[config.mk]
export PLATFORM = sky130hd
export DESIGN_NAME = memory_arbiter_rr
export DESIGN_NICKNAME = d
export VERILOG_FILES = /design/src/rtl/memory_arbiter_rr.sv
export SDC_FILE = /design/constraint.sdc
export NUM_CORES = 1
export LEC_CHECK = 0
export ABC_AREA = 1
export BUFFER_PORTS_ARGS = -buffer_cell sky130_fd_sc_hd__buf_4
export CAP_MARGIN = 20
export CORE_AREA = 2 2 91 84
export CTS_BUF_LIST = sky130_fd_sc_hd__clkbuf_4 sky130_fd_sc_hd__clkbuf_8
export DETAILED_ROUTE_END_ITERATION = 7
export DIE_AREA = 0 0 93 86
export GPL_TIMING_DRIVEN = 0
export PLACE_DENSITY = 0.88
export SYNTH_ARGS = -nofsm -noshare
export SYNTH_HDL_FRONTEND = slang
export SYNTH_SLANG_ARGS = --single-unit
[constraint.sdc]
create_clock -name clk -period 1.45 [get_ports clk]
set_clock_uncertainty 0.1 [all_clocks]
set_input_delay 0.145 -clock clk [delete_from_list [all_inputs] [get_ports clk]]
set_output_delay 0.145 -clock clk [all_outputs]
set_load 0.05 [all_outputs]
[src/rtl/memory_arbiter_rr.sv]
// Round-robin arbiter that shares one single-port synchronous memory between
// NUM_CLIENTS request/grant clients, with an optional limit on grant tenure.
module memory_arbiter_rr #(
    parameter int NUM_CLIENTS = 4,
    parameter int ADDR_WIDTH  = 8,
    parameter int DATA_WIDTH  = 32,
    parameter int MAX_HOLD    = 16
) (
    input  logic                               clk,
    input  logic                               resetn,
    input  logic [NUM_CLIENTS-1:0]             requestingMemory,
    input  logic [NUM_CLIENTS*ADDR_WIDTH-1:0]  clientAddress,
    input  logic [NUM_CLIENTS-1:0]             clientReadWrite,
    input  logic [NUM_CLIENTS*DATA_WIDTH-1:0]  clientWriteData,
    output logic [NUM_CLIENTS-1:0]             grantedAccess,
    output logic [ADDR_WIDTH-1:0]              memAddress,
    output logic                               memReadWrite,
    output logic                               memWriteEnable,
    output logic [DATA_WIDTH-1:0]              memWriteData,
    output logic                               busy,
    output logic [$clog2(NUM_CLIENTS)-1:0]     owner,
    output logic                               timeoutPulse
);

    localparam int OW = $clog2(NUM_CLIENTS);
    localparam int HW = $clog2(MAX_HOLD) + 1;
    localparam logic [OW-1:0] LAST_CLIENT = OW'(NUM_CLIENTS - 1);
    localparam logic [HW-1:0] HOLD_LIMIT  = (MAX_HOLD > 0) ? HW'(MAX_HOLD - 1) : '0;

    localparam logic [0:0] IDLE = 1'b0;
    localparam logic [0:0] BUSY = 1'b1;

    logic [0:0]             state;
    logic [OW-1:0]          ptr;
    logic [HW-1:0]          hold_count;
    logic                   sel_valid;
    logic [OW-1:0]          sel_index;
    logic [NUM_CLIENTS-1:0] sel_onehot;
    logic                   owner_req;
    logic                   hold_expired;
    logic [OW-1:0]          owner_next;

    logic [ADDR_WIDTH-1:0]  addr_arr  [NUM_CLIENTS];
    logic [DATA_WIDTH-1:0]  wdata_arr [NUM_CLIENTS];

    for (genvar g = 0; g < NUM_CLIENTS; g++) begin : g_unpack
        assign addr_arr[g]  = clientAddress[g*ADDR_WIDTH +: ADDR_WIDTH];
        assign wdata_arr[g] = clientWriteData[g*DATA_WIDTH +: DATA_WIDTH];
    end

    // Search starts at ptr and wraps, so the first hit is the highest-priority requester.
    always_comb begin
        sel_valid = 1'b0;
        sel_index = '0;
        for (int i = 0; i < NUM_CLIENTS; i++) begin
            int            sum;
            logic [OW-1:0] cand;
            sum = int'(ptr) + i;
            if (sum >= NUM_CLIENTS) begin
                sum = sum - NUM_CLIENTS;
            end
            cand = OW'(sum);
            if (!sel_valid && requestingMemory[cand]) begin
                sel_valid = 1'b1;
                sel_index = cand;
            end
        end
    end

    assign sel_onehot   = NUM_CLIENTS'(1) << sel_index;
    assign owner_req    = requestingMemory[owner];
    assign hold_expired = (MAX_HOLD != 0) && (hold_count == HOLD_LIMIT);
    assign owner_next   = (owner == LAST_CLIENT) ? '0 : owner + 1'b1;

    always_ff @(posedge clk) begin
        if (!resetn) begin
            state         <= IDLE;
            grantedAccess <= '0;
            busy          <= 1'b0;
            owner         <= '0;
            ptr           <= '0;
            hold_count    <= '0;
            timeoutPulse  <= 1'b0;
        end else begin
            timeoutPulse <= 1'b0;
            case (state)
                IDLE: begin
                    if (sel_valid) begin
                        state         <= BUSY;
                        grantedAccess <= sel_onehot;
                        owner         <= sel_index;
                        busy          <= 1'b1;
                        hold_count    <= '0;
                    end
                end
                BUSY: begin
                    if (hold_count != '1) begin
                        hold_count <= hold_count + 1'b1;
                    end
                    // A still-requesting owner can only be leaving because its hold limit expired.
                    if (!owner_req || hold_expired) begin
                        state         <= IDLE;
                        grantedAccess <= '0;
                        busy          <= 1'b0;
                        ptr           <= owner_next;
                        timeoutPulse  <= owner_req;
                    end
                end
            endcase
        end
    end

    always_comb begin
        memAddress     = '0;
        memReadWrite   = 1'b1;
        memWriteData   = '0;
        memWriteEnable = 1'b0;
        if (busy) begin
            memAddress     = addr_arr[owner];
            memReadWrite   = clientReadWrite[owner];
            memWriteData   = wdata_arr[owner];
            memWriteEnable = owner_req & ~clientReadWrite[owner];
        end
    end

endmodule

==> run metrics, run 1 <==
status stopped before the end; Fail Step global routing (5_1_grt); Log Error [ERROR DPL-0038] Utilization greater than 100%, impossible to legalize; EDFF count, synth 0; average cell area after synthesis 5.05 sq um; CTS H-tree lvls 1; Num CTS Buffers 3; Mapped Nets 649; Die Height 86 um; asr flop ratio synth 0; I/O Pins 220; initial core utilization 0.345; largest net degree at the start of global routing 11; Final GP Congestion 0.911; Synth Flop Type dfxtp_1; IO buf count ~220; DIE WIDTH 93 um; maximum clock insertion buffer count 2; Worst EP Category register data pin; Post-DP HPWL 9.70 mm; clock root cell clkbuf_8; synthesis-stage register bit count 16; Site Rows 29; Synth top area share 0.274; CTS Sinks 16; dominant cells by area after synthesis nor2_1, o21ai_0, dfxtp_1; Netlist Area Pre-Place 2400 sq um; Cell variety after synth 29; largest area contributor in the synthesized netlist nor2_1; sequential area share after synthesis 0.133; Worst Endpoint after GRT Repair grantedAccess[0]$_SDFFE_PN0P_/D; Yosys Warn Count 0; Gate Count Post-Synth between 400 and 500
-- cells in the mapped netlist (3+ instances only) --
cell,number
a21oi_1,51
ha_1,4
buf_2,10
dfxtp_1,16
nand2_1,45
o211ai_1,3
inv_1,22
nand3_1,13
nand2_2,7
nor2_1,175
clkbuf_1,21
o21ai_0,87
-- cell families after synthesis --
group / after synthesis / synth area share
compound gates: 146 / 0.311
fa+ha+maj: 4 / 0.0208
buf+inv: 60 / 0.105
flops: 16 / 0.133
simple gates: 249 / 0.429
-- metrics by stage --
step	std cells	util	hold WS (ns)	worst slack, ns	cell area (sq um)
after floorplan	475	-	0.351	-0.707	2990
after global placement	786	0.681	0.371	-0.453	4750
after detailed placement	786	0.681	0.379	-0.486	4750
after CTS	811	0.861	0.197	-0.353	6000
-- repair_timing --
action	CTS
hold buffers	0
setup endpoints to repair	58
pin swaps	29
hold endpoints to repair	0
gates resized for setup	342
cloned	8
setup buffers	14
==> inputs of run 2 (changes only) <==
- CORE_AREA: 2 2 91 84 -> 2 2 113 115
- CTS_BUF_LIST: sky130_fd_sc_hd__clkbuf_4 sky130_fd_sc_hd__clkbuf_8 -> not set
- DIE_AREA: 0 0 93 86 -> 0 0 115 117
- PLACE_DENSITY: 0.88 -> not set
- PLACE_DENSITY_LB_ADDON: not set -> 0.15
- clock period: 1.45 -> 1.89 ns (I/O delays scaled with it)
==> run 2 against run 1 <==
- the run now ends clean
- synthesized area stayed put
- synthesized cell count stayed put
==> run metrics, run 2 <==
WL final 12.8 mm; status finished clean; Post-synth top cells nor2_1, o21ai_0, a21oi_1; critical path depth 7; maximum clock insertion buffer count 2; Final GP Congestion 0.828; Max Cap Viol 0; Mapped Nets between 600 and 700; Worst Setup EP memAddress[1]; CP Class reg -> out; Worst Path Arrival roughly 1.6 ns; EDFF count, synth 0; Cell variety after synth 29; Final Hold Fails 0; setup violators final 0; TritonRoute pass-1 iters 4; vias in the first global route 3680; ANT nets after route 0; Netlist Area Pre-Place 2400 sq um; Via-to-Cell Ratio 4.53; asr flop ratio synth 0; grt total ovfl 0; combinational family with the most area after synthesis simple AND/OR/NAND/NOR gates; max_slew headroom 0.670; Synth Area in Compound Gates 0.311; worst setup path start owner[0]; simple-gate share of the synthesized area 0.429; via count between 3000 and 4000; Hold-fix buffers, CTS 0; multiplexer share of the synthesized area 0; commonest cells after routing, fill and taps aside buf_4, nor2_1, nand2_1, buf_6, o21ai_2; R2R Path End hold_count[4]; Yosys Warn Count 0; fmax 0.536 GHz; cell count of the worst reg-to-reg path 9; unrepaired setup endpoints after global routing true; Placed Cells 844; CP max stage delay about 0.42 ns; CTS H-tree lvls 1; sequential area share after synthesis 0.133; CP Buf/Inv Count 3; most numerous cell in the Yosys netlist nor2_1; leak pwr between 0.002 and 0.0025 uW; clock root cell clkbuf_16; Num CTS Buffers 3; fill count 1365; core area 12300 sq um; power per cell area between 1500 and 2000 nW/um^2; period utilization 0.986; largest net degree at the start of global routing 11; Sequential cell area 329 sq um; synthesis-stage register bit count 16; I/O Pins 220; Site Rows 41; Startpoint Class flop; Slew Viols, Final 0; dominant cells by area after synthesis nor2_1, o21ai_0, dfxtp_1; initial core utilization 0.195; Slew @ Worst Pin 0.495 ns; CTS tree built; area delta synth->final 118%; Hold Path Depth 3; R2R Setup Slk 0.19 ns; CP Capture Type output pin; Final Non-Filler Cells roughly 850; Post-DP HPWL 10.1 mm; fraction of the mapped netlist area in adder cells 0.0208; CTS Sinks 16; Multi-input gate area about 2300 sq um; Avg WL per Cell 15.1 um; Worst R2R Start hold_count[0]; ANT cells 0; die area about 13000 sq um; cell family with most CP delay buffers and inverters; Largest regs hold_count: 5 flops, grantedAccess: 4 flops; Hold Path Class in -> reg; Die Height 117 um; Synth top area share 0.274; Worst Path Required 1.60 ns; share of layout cells above drive strength 1 0.536; critical path peak fanout 10; first-pass GRT wire length 18.9 mm; slowest cell on the critical path dfxtp_4; largest area contributor in the synthesized netlist nor2_1; post-route DRC violation count 0; Final nets 878; CTS clk-pin slew, worst paths 0.05 ns; average cell area after synthesis a little over 5 sq um; XOR/XNOR Fraction of Synth Area 0; Initial DRC Count ~170; Synth Flop Type dfxtp_1; VDD IR max 0.609 mV; Tot Pwr 8480 uW; Gate Count Post-Synth 475; number of flip-flops in the largest register 5; commonest non-fill, non-tap cell in the layout buf_4; cells along the critical path buf_12 > buf_12 > nor2_1 > nor2_1 > o21ai_2 > a21oi_4 > buf_6; DIE WIDTH 115 um; initial antenna violation count 0; IO buf count 218; worst skew pair latency 0.25 ns; crit path time final 1.86 ns; Biggest register hold_count; total track usage 0.172
run 2: cell counts after synthesis:
Identical to the previous run, type by type.
run 2: tightest hold or removal path: cells and delay by family:
| kind | cells | cell delay (ns) |
|---|---|---|
| buf+inv | 1 | 0.21 |
| simple gates | 1 | 0.15 |
| compound gates | 1 | 0.03 |
run 2: cell type report:
cell class,count,area share
multi-input cells,399,0.440
repair buffers,226,0.366
flip-flops and latches,16,0.0628
plain buffers,32,0.0606
well taps,150,0.0358
inverters,26,0.0201
clock buffers,3,0.0143
clock inverters,1,0.000716
run 2: power breakdown:
| group | switching (uW) | leakage, uW | internal (uW) |
|---|---|---|---|
| clock network | 129 | 0.0000385 | 280 |
| registers | 129 | 0.000133 | 454 |
| logic | 4670 | 0.00224 | 2820 |
| total | 4920 | 0.00241 | 3550 |
run 2: cell families (layout without fill, tap and decap cells):
group                      after synthesis  after routing
DFF                                     16             16
and+or+nand+nor                        249            249
adders and majority gates                4              4
AOI/OAI and AO/OA                      146            146
buffers and inverters                   60            288
run 2: stage by stage:
stage	area (sq um)	setup TNS (ns)	setup slack [ns]	util	hold WS (ns)
6_report	5240	0	0.0256	0.426	0.267
2_1_floorplan	2710	-0.411	-0.315	-	0.346
3_3_place_gp	4540	-3.90	-0.283	0.368	0.370
4_1_cts	4920	-0.00779	-0.00422	0.399	0.269
5_1_grt	5240	-0.467	-0.0524	0.426	0.292
3_5_place_dp	4550	-3.95	-0.256	0.370	0.376
run 2: worst min path at each step:
stage | slack, ns | endpoint | from
after global routing | 0.29 | owner[0] | resetn
final | 0.27 | owner[0] | resetn
after detailed placement | 0.38 | grantedAccess[1] | grantedAccess[1]
after floorplan | 0.35 | hold_count[0] | hold_count[0]
after global placement | 0.37 | hold_count[0] | hold_count[0]
after CTS | 0.27 | owner[0] | resetn
run 2: metal layers:
| layer | track usage | vias to the layer above | wire length (um) |
|---|---|---|---|
| li1 | - | 2012 | - |
| met1 | 0.234 | 1701 | 5580 |
| met2 | 0.304 | 137 | 6340 |
| met3 | 0.0221 | 12 | 801 |
| met4 | 0.0161 | 0 | 124 |
| met5 | 0 | - | 0 |
run 2: timing repair:
item / 4_1_cts / 5_1_grt
endpoints found under the setup margin: 43 / 44
buffers inserted: 2 / 2
cloned: 1 / 2
gates resized for setup: 129 / 107
pin swaps: 4 / 13
(Power assumes the default switching activity.)
